### src/rtl/ahb_bridge_byte_sequencer_if.sv
// Request/peripheral bundle for the byte sequencer: AHB-side capture signals
// plus the 8-bit APB-style peripheral channel.
interface ahb_bridge_byte_sequencer_if #(
    parameter int ADDR_W = 32
);
    logic              START;
    logic              WRITE;
    logic [ADDR_W-1:0] ADDR;
    logic [31:0]       WDATA;
    logic [3:0]        SIGNAL_LENGTH;
    logic              BUSY;
    logic              DONE;
    logic              ERROR;
    logic [31:0]       RDATA;
    logic [ADDR_W-1:0] PADDR;
    logic              PSEL;
    logic              PENABLE;
    logic              PWRITE;
    logic [7:0]        PWDATA;
    logic [7:0]        PRDATA;
    logic              PREADY;
    logic              PSLVERR;

    modport master (
        output START, WRITE, ADDR, WDATA, SIGNAL_LENGTH, PRDATA, PREADY, PSLVERR,
        input  BUSY, DONE, ERROR, RDATA, PADDR, PSEL, PENABLE, PWRITE, PWDATA
    );

    modport slave (
        input  START, WRITE, ADDR, WDATA, SIGNAL_LENGTH, PRDATA, PREADY, PSLVERR,
        output BUSY, DONE, ERROR, RDATA, PADDR, PSEL, PENABLE, PWRITE, PWDATA
    );
endinterface

### src/rtl/ahb_bridge_byte_sequencer.sv
// Splits one captured AHB transfer (1/2/4 bytes) into sequential 8-bit
// peripheral accesses and reassembles read bytes into a 32-bit word.
module ahb_bridge_byte_sequencer #(
    parameter int ADDR_W = 32
) (
    input logic HCLK,
    input logic HRESETn,
    ahb_bridge_byte_sequencer_if.slave bus
);
    typedef enum logic [1:0] {S_IDLE, S_SETUP, S_ACCESS, S_DONE} state_e;

    state_e            state_q;
    logic [ADDR_W-1:0] addr_q;
    logic [31:0]       wdata_q;
    logic              write_q;
    logic [1:0]        last_q;
    logic [1:0]        k_q;
    logic [1:0]        k_d;
    logic              err_q;
    logic [31:0]       rdata_q;
    logic [ADDR_W-1:0] paddr_q;
    logic [7:0]        pwdata_q;
    logic              pwrite_q;
    logic              psel_q;
    logic              penable_q;
    logic              busy_q;
    logic              done_q;
    logic              error_q;

    // Illegal lengths collapse to a single byte; stored as the last byte index.
    function automatic logic [1:0] last_idx(input logic [3:0] len);
        case (len)
            4'd2:    return 2'd1;
            4'd4:    return 2'd3;
            default: return 2'd0;
        endcase
    endfunction

    assign k_d = k_q + 2'd1;

    always_ff @(posedge HCLK or negedge HRESETn) begin
        if (!HRESETn) begin
            state_q   <= S_IDLE;
            addr_q    <= '0;
            wdata_q   <= '0;
            write_q   <= 1'b0;
            last_q    <= '0;
            k_q       <= '0;
            err_q     <= 1'b0;
            rdata_q   <= '0;
            paddr_q   <= '0;
            pwdata_q  <= '0;
            pwrite_q  <= 1'b0;
            psel_q    <= 1'b0;
            penable_q <= 1'b0;
            busy_q    <= 1'b0;
            done_q    <= 1'b0;
            error_q   <= 1'b0;
        end else begin
            case (state_q)
                S_IDLE: begin
                    if (bus.START) begin
                        state_q   <= S_SETUP;
                        addr_q    <= bus.ADDR;
                        wdata_q   <= bus.WDATA;
                        write_q   <= bus.WRITE;
                        last_q    <= last_idx(bus.SIGNAL_LENGTH);
                        k_q       <= '0;
                        err_q     <= 1'b0;
                        rdata_q   <= '0;
                        paddr_q   <= bus.ADDR;
                        pwrite_q  <= bus.WRITE;
                        pwdata_q  <= bus.WRITE ? bus.WDATA[7:0] : 8'h00;
                        psel_q    <= 1'b1;
                        penable_q <= 1'b0;
                        busy_q    <= 1'b1;
                    end
                end
                S_SETUP: begin
                    state_q   <= S_ACCESS;
                    penable_q <= 1'b1;
                end
                S_ACCESS: begin
                    if (bus.PREADY) begin
                        penable_q <= 1'b0;
                        if (!write_q)
                            rdata_q[{k_q, 3'b000} +: 8] <= bus.PRDATA;
                        if (bus.PSLVERR || k_q == last_q) begin
                            state_q <= S_DONE;
                            psel_q  <= 1'b0;
                            done_q  <= 1'b1;
                            err_q   <= err_q | bus.PSLVERR;
                            error_q <= err_q | bus.PSLVERR;
                        end else begin
                            state_q  <= S_SETUP;
                            k_q      <= k_d;
                            paddr_q  <= addr_q + ADDR_W'(k_d);
                            pwdata_q <= write_q ? wdata_q[{k_d, 3'b000} +: 8] : 8'h00;
                        end
                    end
                end
                S_DONE: begin
                    state_q <= S_IDLE;
                    done_q  <= 1'b0;
                    error_q <= 1'b0;
                    busy_q  <= 1'b0;
                end
                default: state_q <= S_IDLE;
            endcase
        end
    end

    assign bus.BUSY    = busy_q;
    assign bus.DONE    = done_q;
    assign bus.ERROR   = error_q;
    assign bus.RDATA   = rdata_q;
    assign bus.PADDR   = paddr_q;
    assign bus.PSEL    = psel_q;
    assign bus.PENABLE = penable_q;
    assign bus.PWRITE  = pwrite_q;
    assign bus.PWDATA  = pwdata_q;
endmodule

### src/flat_wrapper.sv
// flat-port wrapper written by rule: the top's interface ports become plain ports
module ahb_bridge_byte_sequencer_flat 
#(
    parameter int ADDR_W = 32
)
  (HCLK, HRESETn, bus_START, bus_WRITE, bus_ADDR, bus_WDATA, bus_SIGNAL_LENGTH, bus_PRDATA, bus_PREADY, bus_PSLVERR, bus_BUSY, bus_DONE, bus_ERROR, bus_RDATA, bus_PADDR, bus_PSEL, bus_PENABLE, bus_PWRITE, bus_PWDATA);
  ahb_bridge_byte_sequencer_if #(.ADDR_W(ADDR_W)) bus_i ();
  input logic HCLK;
  input logic HRESETn;
  input wire logic [$bits(bus_i.START)-1:0] bus_START;
  input wire logic [$bits(bus_i.WRITE)-1:0] bus_WRITE;
  input wire logic [$bits(bus_i.ADDR)-1:0] bus_ADDR;
  input wire logic [$bits(bus_i.WDATA)-1:0] bus_WDATA;
  input wire logic [$bits(bus_i.SIGNAL_LENGTH)-1:0] bus_SIGNAL_LENGTH;
  input wire logic [$bits(bus_i.PRDATA)-1:0] bus_PRDATA;
  input wire logic [$bits(bus_i.PREADY)-1:0] bus_PREADY;
  input wire logic [$bits(bus_i.PSLVERR)-1:0] bus_PSLVERR;
  output wire logic [$bits(bus_i.BUSY)-1:0] bus_BUSY;
  output wire logic [$bits(bus_i.DONE)-1:0] bus_DONE;
  output wire logic [$bits(bus_i.ERROR)-1:0] bus_ERROR;
  output wire logic [$bits(bus_i.RDATA)-1:0] bus_RDATA;
  output wire logic [$bits(bus_i.PADDR)-1:0] bus_PADDR;
  output wire logic [$bits(bus_i.PSEL)-1:0] bus_PSEL;
  output wire logic [$bits(bus_i.PENABLE)-1:0] bus_PENABLE;
  output wire logic [$bits(bus_i.PWRITE)-1:0] bus_PWRITE;
  output wire logic [$bits(bus_i.PWDATA)-1:0] bus_PWDATA;
  assign bus_i.START = bus_START;
  assign bus_i.WRITE = bus_WRITE;
  assign bus_i.ADDR = bus_ADDR;
  assign bus_i.WDATA = bus_WDATA;
  assign bus_i.SIGNAL_LENGTH = bus_SIGNAL_LENGTH;
  assign bus_i.PRDATA = bus_PRDATA;
  assign bus_i.PREADY = bus_PREADY;
  assign bus_i.PSLVERR = bus_PSLVERR;
  assign bus_BUSY = bus_i.BUSY;
  assign bus_DONE = bus_i.DONE;
  assign bus_ERROR = bus_i.ERROR;
  assign bus_RDATA = bus_i.RDATA;
  assign bus_PADDR = bus_i.PADDR;
  assign bus_PSEL = bus_i.PSEL;
  assign bus_PENABLE = bus_i.PENABLE;
  assign bus_PWRITE = bus_i.PWRITE;
  assign bus_PWDATA = bus_i.PWDATA;
  ahb_bridge_byte_sequencer #(.ADDR_W(ADDR_W)) u_core (.HCLK(HCLK), .HRESETn(HRESETn), .bus(bus_i));
endmodule
### config.mk
export PLATFORM = sky130hd
export DESIGN_NAME = ahb_bridge_byte_sequencer_flat
export DESIGN_NICKNAME = d
export VERILOG_FILES = /design/src/rtl/ahb_bridge_byte_sequencer_if.sv /design/src/rtl/ahb_bridge_byte_sequencer.sv /design/src/flat_wrapper.sv
export SDC_FILE = /design/constraint.sdc
export NUM_CORES = 1
export LEC_CHECK = 0
export CORE_MARGIN = 2
export CORE_UTILIZATION = 45
export CTS_CLUSTER_DIAMETER = 200
export CTS_CLUSTER_SIZE = 30
export DETAILED_ROUTE_END_ITERATION = 7
export GPL_TIMING_DRIVEN = 0
export PLACE_DENSITY = 0.73
export SYNTH_ARGS = -nofsm -noshare
export SYNTH_HDL_FRONTEND = slang
export SYNTH_SLANG_ARGS = --single-unit
### constraint.sdc
create_clock -name HCLK -period 4.5 [get_ports HCLK]
set_input_delay 0.675 -clock HCLK [delete_from_list [all_inputs] [get_ports HCLK]]
set_output_delay 0.675 -clock HCLK [all_outputs]
set_load 0.03 [all_outputs]
======== Word-level counts from Yosys, hierarchy flattened ========
Index checks and enable logic that the tools add are counted.
W data, S select, Z words.
word-level totals
  output and inout bits ................... 78
  register bits after elaboration ......... 149
  input port bits ......................... 82
  logic and storage cells ................. 86
cells by class
  shift operators ......................... 3
  add/subtract/negate cells ............... 3
  bitwise logic cells ..................... 1
  mux-type cells .......................... 39
  equality and inequality tests ........... 11
  reduce and logical (&&, ||, !) cells .... 14
operator list
  cell                      number
  $mux W32                  6
  $pmux W32 S2              2
  $mux W8                   5
  $add A32 B2 Y32           1
  $bwmux W32                1
  $shift A8 B7 Y32 const A  1
  $shiftx A32 B6 Y8         1
  $shiftx A8 B7 Y32         1
  $pmux W8 S2               1
  $mux W2                   6
  $reduce_and A4 Y1         3
  $pmux W1 S2               5
  $mux W1                   9
  $ne A2 B2 Y1 const B      4
  $pmux W2 S2               2
  $pmux W2 S4               1
  $neg A5 Y7                1
  $reduce_and A2 Y1         3
  $reduce_and A3 Y1         2
  $reduce_bool A2 Y1        3
  $eq A2 B2 Y1 const B      2
  $eq A4 B2 Y1 const B      1
  $eq A4 B3 Y1 const B      1
  $pmux W1 S3               1
  other kinds (8)           8

======== Logic depth before layout (Yosys ltp) ========
Gate-level depths: netlist of run 1.
  word-level depth ........................ 6
  depth in mapped cells ................... 11
  gate-level depth less buffers ........... 8

======== Worst setup path after synthesis of run 1 ========
OpenSTA, ideal clock, no wires.
  kind .................................... register to register
  start point ............................. register u_core.k_q[0]
  end point ............................... register u_core.paddr_q[15], in the netlist u_core.bus.PADDR[15]
  cell stages (with the launch flop) ...... 12
  path slack .............................. 1.375 ns
  clock period less this slack ............ 3.125 ns
  library setup time ...................... 0.064 ns
  arrival time ............................ 3.061 ns
  cell sequence ........................... dfrtp_1 -> buf_2 -> buf_1 -> inv_1 -> ha_1 -> ha_1 -> a21oi_1 -> or2_2 -> clkbuf_1 -> o21ai_0 -> a311oi_1 -> a21o_1
on the way
  word-level cells in the longest chain between the ends .. 5
  elaborated cells on any way between the ends .. 9
RTL lines
  element                 line                             RTL
  start, declared         ahb_bridge_byte_sequencer.sv:17  logic [1:0] k_q;
  start signal, assigned  ahb_bridge_byte_sequencer.sv:96  k_q <= k_d;
  $add A2 B1 Y2           ahb_bridge_byte_sequencer.sv:39  assign k_d = k_q + 2'd1;
  $add A32 B2 Y32         ahb_bridge_byte_sequencer.sv:97  paddr_q <= addr_q + ADDR_W'(k_d);
  $mux W32                ahb_bridge_byte_sequencer.sv:88  if (bus.PSLVERR || k_q == last_q) begin
  $mux W32                ahb_bridge_byte_sequencer.sv:84  if (bus.PREADY) begin
  $pmux W32 S2            ahb_bridge_byte_sequencer.sv:60  case (state_q)
  end signal, assigned    ahb_bridge_byte_sequencer.sv:71  paddr_q <= bus.ADDR;
  end signal, assigned    ahb_bridge_byte_sequencer.sv:97
  end, declared           ahb_bridge_byte_sequencer.sv:21  logic [ADDR_W-1:0] paddr_q;
Parallel ways exist; a longest one is shown, timed or not. The select of a mux whose other input is x is not followed.
A chain may end at the register's enable or synchronous reset.

======== Worst setup path after layout of run 1 ========
Same ends and word-level chain as after synthesis.

==> results by group, run 1 <==
Run status
  • Status: complete, no violations

Detailed routing
  • Iteration-0 DRC count of the detailed router: roughly 440
  • Number of design rule violations left after detail routing: 0
  • Wirelength per Cell: 17.3 um
  • Final wirelength: 19.1 mm
  • Drt via density: 5.27
  • Router iterations before antenna repair: 4
  • Remaining number of nets flagged by the antenna check after routing: 0
  • Detailed-route via count: approximately 5800

Cells and area
  • Relative area change from synthesis to final layout: 35.3%
  • Share of post-route cells with drive strength above 1: 0.0722
  • Non-Filler Instances: 1102
  • Total inserted antenna cells: 0
  • Number of nets in the final layout: 990
  • FILL cells: 1269

Power and ir drop
  • Switching pwr: 2.65 mW
  • Leakage power summed over all cells: 4.06 nW
  • Fraction of power consumed by sequential logic: 0.351
  • Combinational group share of total power: 0.430
  • Pwr Density: 689 mW/mm^2
  • Post-layout total power: 6.45 mW
  • Fraction of power spent switching nets: 0.410
  • Cell internal power dissipation: 3.80 mW
  • Worst IR drop on VDD: between 0.3 and 0.4 mV
  • Relative contribution of the clock network to total power: 0.219

Yosys
  • Number of synthesized flops with an enable pin: 0
  • Cell count after synthesis: 722
  • Flip-flop cell with the highest count after synthesis: sky130_fd_sc_hd__dfrtp_1
  • Dominant cells by area after synthesis: sky130_fd_sc_hd__dfrtp_1, sky130_fd_sc_hd__nand2_1, sky130_fd_sc_hd__o21ai_0
  • Syn Std Cell Area: 0.00691 mm^2
  • Synthesized Nets: 811
  • Largest area contributor in the synthesized netlist: sky130_fd_sc_hd__dfrtp_1
  • Seq cells post-synth: 149
  • Fraction of post-synthesis cell area in the top cell type by area: 0.539
  • Fraction of registers with async set or reset after synthesis: 1.00
  • Share of the yosys chip area belonging to registers: 0.539
  • Post-synth cell types: approximately 50
  • Mean post-synth cell area: about 9.6 um^2
  • Number of synthesis warnings: 0

Timing
  • Worst Max-Slew Pin Slew: roughly 1 ns
  • Number of endpoints with negative hold slack in the final report: 0
  • Upper clock frequency limit: 0.256 GHz
  • Max-slew violations: 0
  • # setup viols final: 0
  • Time the worst path needs with I/O delays and setup: 3.91 ns
  • Clk_skew: 0.00824 ns
  • Part of the cycle the worst path needs: 0.868
  • Slew margin rel.: 0.334
  • RSZ-0062 raised after global routing: false

Placed design
  • Post-detailed-placement half-perimeter wirelength: 13.4 mm
  • Weighted congestion at the end of routability-driven global placement: ~0.8
  • IO buf count: roughly 160
  • Post-Place Cells: ~1100

Critical path
  • Critical-path maximum fanout: 10
  • Worst Setup Start Kind: flop
  • CP Capture Type: flop
  • Worst-case register-to-register setup slack: 0.59 ns
  • Worst reg2reg path startpoint: u_core.k_q[0]
  • RR Endpoint: u_core.bus.PADDR[15]
  • Critical setup path kind: reg -> reg
  • Worst r2r path cells: 11
  • Arrival time at the worst endpoint: about 4.3 ns
  • Chain of cells forming the critical path: buf_2, buf_1, inv_1, ha_1, ha_1, a21oi_1, or2_2, clkbuf_1, o21ai_0, a311oi_1, a21o_1
  • Cell type of the slowest stage on the worst timing path: sky130_fd_sc_hd__clkbuf_1
  • Data required time of the worst path: 4.87 ns
  • Delay of the slowest cell on the worst path: 0.55 ns
  • Worst path most repeated cell: sky130_fd_sc_hd__ha_1

Global route
  • Number of antenna violations at the first check in global routing: 0
  • Met3 global-route usage: 0.0630
  • Total routing usage reported by global routing: 0.244
  • Grt ovf: 0
  • Number of global-route vias before repair: 5669
  • Global Route met1 Usage: 0.343
  • Most utilized layer in the global route result: met2
  • Met2 track demand over resource: 0.381
  • Global-route wire length before repair: roughly 30 mm
  • Pin count of the biggest net entering global routing: 87

Die
  • Starting density of the core: 0.458
  • Row count: 45
  • Overall die height: 128 um
  • Core ar.: 0.0151 mm^2
  • Area enclosed by the die boundary: 0.0164 mm^2
  • Top-level I/O count: 160
  • Die W: 128 um

Clock tree
  • Post_cts resized: 0
  • Inserted Clock Buffers: 17
  • Worst skew pair latency: 0.43 ns
  • Number of clock sinks: 149
  • Total number of H-tree levels: 4
  • Clock-pin slew reported for the worst setup and hold paths after clock tree synthesis: 0.06 ns
  • Number of setup buffers added after CTS: 0
  • Maximum root-to-sink buffer count: 2
  • TritonCTS clock tree: built
  • CTS Root Cell: sky130_fd_sc_hd__clkbuf_16
  • # hold bufs at CTS: 0

Min path
  • Worst hold path type: in -> async

Run
  • Max-cap violation count: 0
[cells in the mapped netlist, types with 9 or more instances]
master                       n
sky130_fd_sc_hd__nand3_1    23
sky130_fd_sc_hd__clkbuf_1   34
sky130_fd_sc_hd__inv_1      28
sky130_fd_sc_hd__o211ai_1   13
sky130_fd_sc_hd__a21oi_1     9
sky130_fd_sc_hd__a22o_1     16
sky130_fd_sc_hd__xnor2_1    25
sky130_fd_sc_hd__o21ai_0    47
sky130_fd_sc_hd__nand2_1   235
sky130_fd_sc_hd__dfrtp_1   149
sky130_fd_sc_hd__nor2_1     18
[cell type report]
| cell class | instances | area (um^2) | share of cell area |
|---|---|---|---|
| clock inverters | 11 | 126 | 0.0135 |
| repair buffers | 160 | 1620 | 0.173 |
| flip-flops and latches | 149 | 3730 | 0.399 |
| well taps | 188 | 235 | 0.0251 |
| multi-input cells | 502 | 2900 | 0.310 |
| plain buffers | 42 | 174 | 0.0186 |
| inverters | 29 | 109 | 0.0116 |
| clock buffers | 21 | 460 | 0.0492 |
[how the worst max path moves through the flow]
stage	startpoint	endpoint	cells after the start
after CTS	u_core.k_q[0]	u_core.bus.PADDR[15]	11
after global placement	HRESETn	u_core.wdata_q[13]	1
after floorplan	u_core.k_q[0]	u_core.bus.PADDR[15]	11
after global routing	u_core.k_q[0]	u_core.bus.PADDR[15]	11
after detailed placement	u_core.k_q[0]	u_core.bus.PADDR[15]	11
final	u_core.k_q[0]	u_core.bus.PADDR[15]	11
[per-layer routing]
metal / vias up / wire length (um)
met2: 188 / 8970
met5: - / 0
met4: 0 / 185
met1: 2795 / 8860
li1: 2809 / -
met3: 11 / 1100
[power groups by stage]
stage | Combinational, mW | Sequential [mW] | Clock, mW
after detailed placement | 2.77 | 2.27 | 0
after floorplan | 1.36 | 2.61 | 0
after CTS | 2.79 | 2.26 | 1.43
final | 2.77 | 2.26 | 1.41
after global routing | 3.05 | 2.33 | 1.50
after global placement | 2.72 | 2.26 | 0
[cell usage in the layout (no fill, tap or decap), drive strengths merged, types with 4 or more instances in the layout]
| master | count |
|---|---|
| a21o | 4 |
| a21oi | 9 |
| a22o | 16 |
| a22oi | 5 |
| a32oi | 8 |
| and4 | 4 |
| buf | 10 |
| clkbuf | 55 |
| clkdlybuf4s50 | 158 |
| clkinv | 4 |
| clkinvlp | 4 |
| dfrtp | 149 |
| ha | 6 |
| inv | 30 |
| mux2i | 5 |
| mux4 | 8 |
| nand2 | 235 |
| nand2b | 7 |
| nand3 | 24 |
| nor2 | 18 |
| nor2b | 5 |
| nor3 | 12 |
| nor4 | 10 |
| o211ai | 14 |
| o21ai | 51 |
| o31ai | 5 |
| xnor2 | 25 |
| xor2 | 6 |
[worst max-delay path: cells and delay by family (launching register included)]
kind | cells | cell delay, ns
AOI/OAI and AO/OA | 4 | 0.98
adders and majority gates | 2 | 0.72
buffers and inverters | 4 | 1.56
DFF | 1 | 0.37
and+or+nand+nor | 1 | 0.21
[metrics by stage]
step                cell area [um^2]  setup slack [ns]   util  TNS [ns]  hold WS, ns
global route                    9360             0.192  0.620         0        0.275
detailed placement              8770             0.576  0.581         0        0.462
floorplan                       6910              1.37      -         0        0.379
finish                          9360             0.593  0.620         0        0.230
CTS                             9360             0.575  0.620         0        0.254
global placement                8740             -3.35  0.579   -498.46        0.455
[registers in the layout, summed over array words and instances (netlist names), 2 cells and up]
register	cells
u_core.bus.PWDATA	8
u_core.addr_q	32
u_core.bus.PADDR	32
u_core.k_q	2
u_core.bus.RDATA	32
u_core.wdata_q	32
u_core.last_q	2
u_core.state_q	2
[cell families after synthesis]
group | count (synthesis) | share of synthesized area
flip-flops | 149 | 0.539
buffers and inverters | 71 | 0.0409
AND/OR/NAND/NOR | 331 | 0.220
multiplexers | 13 | 0.0333
adder cells (fa/ha/maj) | 7 | 0.0138
XOR/XNOR | 31 | 0.0393
AO/OA/AOI/OAI | 120 | 0.113
No activity file was read; power rests on OpenSTA's default activity.
==> run 2: changes to the inputs <==
--- a/config.mk
+++ b/config.mk
@@ -5,6 +5,7 @@
 export SDC_FILE = /design/constraint.sdc
 export NUM_CORES = 1
 export LEC_CHECK = 0
+export ABC_CLOCK_PERIOD_IN_PS = 4500
 export CORE_MARGIN = 2
 export CORE_UTILIZATION = 45
 export CTS_CLUSTER_DIAMETER = 200
@@ -12,6 +13,7 @@
 export DETAILED_ROUTE_END_ITERATION = 7
 export GPL_TIMING_DRIVEN = 0
 export PLACE_DENSITY = 0.73
+export REMOVE_ABC_BUFFERS = 1
 export SYNTH_ARGS = -nofsm -noshare
 export SYNTH_HDL_FRONTEND = slang
 export SYNTH_SLANG_ARGS = --single-unit
==> run 2 against run 1 <==
Effect of this change: global-route usage is 2.3 points lower; critical path type unchanged; wire length fell by 9.0%; die area stayed put.
==> results by group, run 2 (synthesis gave the netlist of run 1 again) <==
Run status
  • Status: complete, no violations (unchanged)

Critical path
  • Worst r2r path cells: 7 (was 11)
  • Critical-path maximum fanout: 17 (was 10)
  • Sum of buffers and inverters on the critical path: 1 (was 4)
  • Arrival time at the worst endpoint: 4.18 ns (was 4.28 ns)
  • Chain of cells forming the critical path: inv_1, ha_1, fa_1, nand4_1, or4_1, a21oi_1, a221o_1 (was buf_2, buf_1, inv_1, ha_1, ha_1, a21oi_1, or2_2, clkbuf_1, o21ai_0, a311oi_1, a21o_1)
  • RR Endpoint: u_core.bus.PADDR[30] (was u_core.bus.PADDR[15])
  • Worst-case register-to-register setup slack: 0.67 ns (was 0.59 ns)
  • CP Capture Type: flop (unchanged)
  • Cell family with most CP delay: simple AND/OR/NAND/NOR gates (was buffers and inverters)
  • Critical setup path kind: reg -> reg (unchanged)
  • Cell type of the slowest stage on the worst timing path: sky130_fd_sc_hd__ha_1 (was sky130_fd_sc_hd__clkbuf_1)
  • Worst Setup Start Kind: flop (unchanged)
  • Worst reg2reg path startpoint: u_core.k_q[0] (unchanged)
  • Delay of the slowest cell on the worst path: 0.77 ns (was 0.55 ns)
  • Data required time of the worst path: 4.85 ns (was 4.87 ns)

Die
  • Area enclosed by the die boundary: 0.0164 mm^2 (unchanged)
  • Top-level I/O count: 160 (unchanged)
  • Starting density of the core: 0.458 (unchanged)
  • Core ar.: 0.0151 mm^2 (unchanged)
  • Die W: 128 um (unchanged)
  • Overall die height: 128 um (unchanged)
  • Row count: 45 (unchanged)

Clock tree
  • Maximum root-to-sink buffer count: 2 (unchanged)
  • Inserted Clock Buffers: 17 (unchanged)
  • Clock-pin slew reported for the worst setup and hold paths after clock tree synthesis: 0.06 ns (about the same)
  • TritonCTS clock tree: built (unchanged)
  • Total number of H-tree levels: 4 (unchanged)
  • CTS Root Cell: sky130_fd_sc_hd__clkbuf_16 (unchanged)
  • Worst skew pair latency: 0.42 ns (was 0.43 ns)
  • Number of clock sinks: 149 (unchanged)

Placed design
  • IO buf count: 159 (unchanged)
  • DP Worst Slack: 0.314 ns (was 0.576 ns)
  • Post-Place Cells: 1033 (was 1070)
  • Weighted congestion at the end of routability-driven global placement: 0.787 (was 0.815)
  • Post-detailed-placement half-perimeter wirelength: 11.9 mm (was 13.4 mm)

Timing
  • Time the worst path needs with I/O delays and setup: 3.83 ns (was 3.91 ns)
  • Smallest setup slack after layout: 0.665 ns (was 0.593 ns)
  • RSZ-0062 raised after global routing: false (unchanged)
  • Worst Max-Slew Pin Slew: 1.20 ns (was 0.991 ns)
  • Max-slew violations: 0 (unchanged)
  • Upper clock frequency limit: 0.261 GHz (was 0.256 GHz)
  • Number of endpoints with negative hold slack in the final report: 0 (unchanged)
  • Slew margin rel.: 0.199 (was 0.334)
  • # setup viols final: 0 (unchanged)
  • Part of the cycle the worst path needs: 0.852 (was 0.868)
  • Sum of negative setup slack: 0 ns (unchanged)
  • Clk_skew: 0.00893 ns (was 0.00824 ns)

Min path
  • Worst hold path type: in -> async (unchanged)

Global route
  • Total routing usage reported by global routing: 0.221 (was 0.244)
  • Number of global-route vias before repair: 5370 (was 5669)
  • Global-route wire length before repair: 28.2 mm (was 30.7 mm)
  • Number of antenna violations at the first check in global routing: 0 (unchanged)
  • Pin count of the biggest net entering global routing: 88 (was 87)
  • Grt ovf: 0 (unchanged)

Power and ir drop
  • Cell internal power dissipation: 3.80 mW (about the same)
  • Leakage power summed over all cells: 4.04 nW (was 4.06 nW)
  • Relative contribution of the clock network to total power: 0.220 (was 0.219)
  • Fraction of power consumed by sequential logic: 0.360 (was 0.351)
  • Pwr Density: 687 mW/mm^2 (was 689 mW/mm^2)
  • Combinational group share of total power: 0.420 (was 0.430)
  • Switching pwr: 2.59 mW (was 2.65 mW)
  • Post-layout total power: 6.39 mW (was 6.45 mW)
  • Worst IR drop on VDD: 0.343 mV (was 0.381 mV)
  • Fraction of power spent switching nets: 0.405 (was 0.410)

Run
  • Max-cap violation count: 0 (unchanged)

Cells and area
  • Non-Filler Instances: 1065 (was 1102)
  • FILL cells: 1259 (was 1269)
  • Total inserted antenna cells: 0 (unchanged)
  • Relative area change from synthesis to final layout: 34.5% (was 35.3%)
  • Most common cell after layout, fill and taps aside: sky130_fd_sc_hd__nand2_1 (unchanged)
  • Number of nets in the final layout: 953 (was 990)
  • Top library cells by usage in the layout, fill and taps aside: sky130_fd_sc_hd__nand2_1, sky130_fd_sc_hd__clkdlybuf4s50_1, sky130_fd_sc_hd__dfrtp_1 (unchanged)
  • End-of-flow core utilization: 0.616 (was 0.620)
  • Share of post-route cells with drive strength above 1: 0.0832 (was 0.0722)

Detailed routing
  • Number of design rule violations left after detail routing: 0 (unchanged)
  • Remaining number of nets flagged by the antenna check after routing: 0 (unchanged)
  • Final wirelength: 17.4 mm (was 19.1 mm)
  • Router iterations before antenna repair: 4 (unchanged)
  • Iteration-0 DRC count of the detailed router: 299 (was 442)
  • Drt via density: 5.26 (was 5.27)
  • Wirelength per Cell: 16.3 um (was 17.3 um)
  • Detailed-route via count: 5604 (was 5803)
-- run 2: changes by cell type in the layout (fill, tap and decap cells not counted), sizes merged --
cell	before	now
inv	30	32
buf	10	7
clkbuf	55	19
-- run 2: through the flow --
stage,hold WS [ns],instance area [um^2]
floorplan,0.379,6740
global placement,0.453,8570
detailed placement,0.457,8710
CTS,0.250,9300
global route,0.258,9300
finish,0.228,9300
-- run 2: power groups by stage --
stage	registers, mW	logic, mW	clock network [mW]
2_1_floorplan	2.65	1.26	0
3_3_place_gp	2.30	2.59	0
3_5_place_dp	2.32	2.70	0
4_1_cts	2.30	2.71	1.43
5_1_grt	2.37	2.95	1.49
6_report	2.30	2.69	1.41
-- run 2: how the worst max path moves through the flow --
stage                        from                    to  cells after the start
global route        u_core.k_q[0]  u_core.bus.PADDR[30]                      7
global placement          HRESETn  u_core.bus.RDATA[27]                      1
detailed placement  u_core.k_q[0]  u_core.bus.PADDR[30]                      7
CTS                 u_core.k_q[0]  u_core.bus.PADDR[30]                      7
finish              u_core.k_q[0]  u_core.bus.PADDR[30]                      7
floorplan               bus_START  u_core.bus.PADDR[13]                      4
-- run 2: metal layers --
metal	up-vias	track usage	wire length (um)
li1	2721	-	-
met1	2714	0.305	7890
met2	158	0.347	8470
met3	11	0.0547	894
met4	0	0.0685	153
met5	-	0	0
-- run 2: layout make-up --
| cell class | count | area (um^2) | share of cell area |
|---|---|---|---|
| Clock inverter | 13 | 151 | 0.0163 |
| Sequential cell | 149 | 3730 | 0.401 |
| Inverter | 29 | 109 | 0.0117 |
| Timing Repair Buffer | 165 | 1720 | 0.185 |
| Tap cell | 188 | 235 | 0.0253 |
| Multi-Input combinational cell | 502 | 2920 | 0.314 |
| Clock buffer | 19 | 433 | 0.0466 |
-- run 2: worst reg2reg max path: cells and delay by family, from the launching register on --
kind                     cells  cell delay, ns
buffers and inverters        1            0.19
flip-flops                   1            0.68
adder cells (fa/ha/maj)      2            1.15
AND/OR/NAND/NOR              2            1.42
AO/OA/AOI/OAI                2            0.34
-- run 2: timing repair --
item / 4_1_cts / 5_1_grt
hold buffers: 0 / 0
resized for setup: 0 / 1
setup buffers: 0 / 0
setup endpoints to repair: 0 / 1
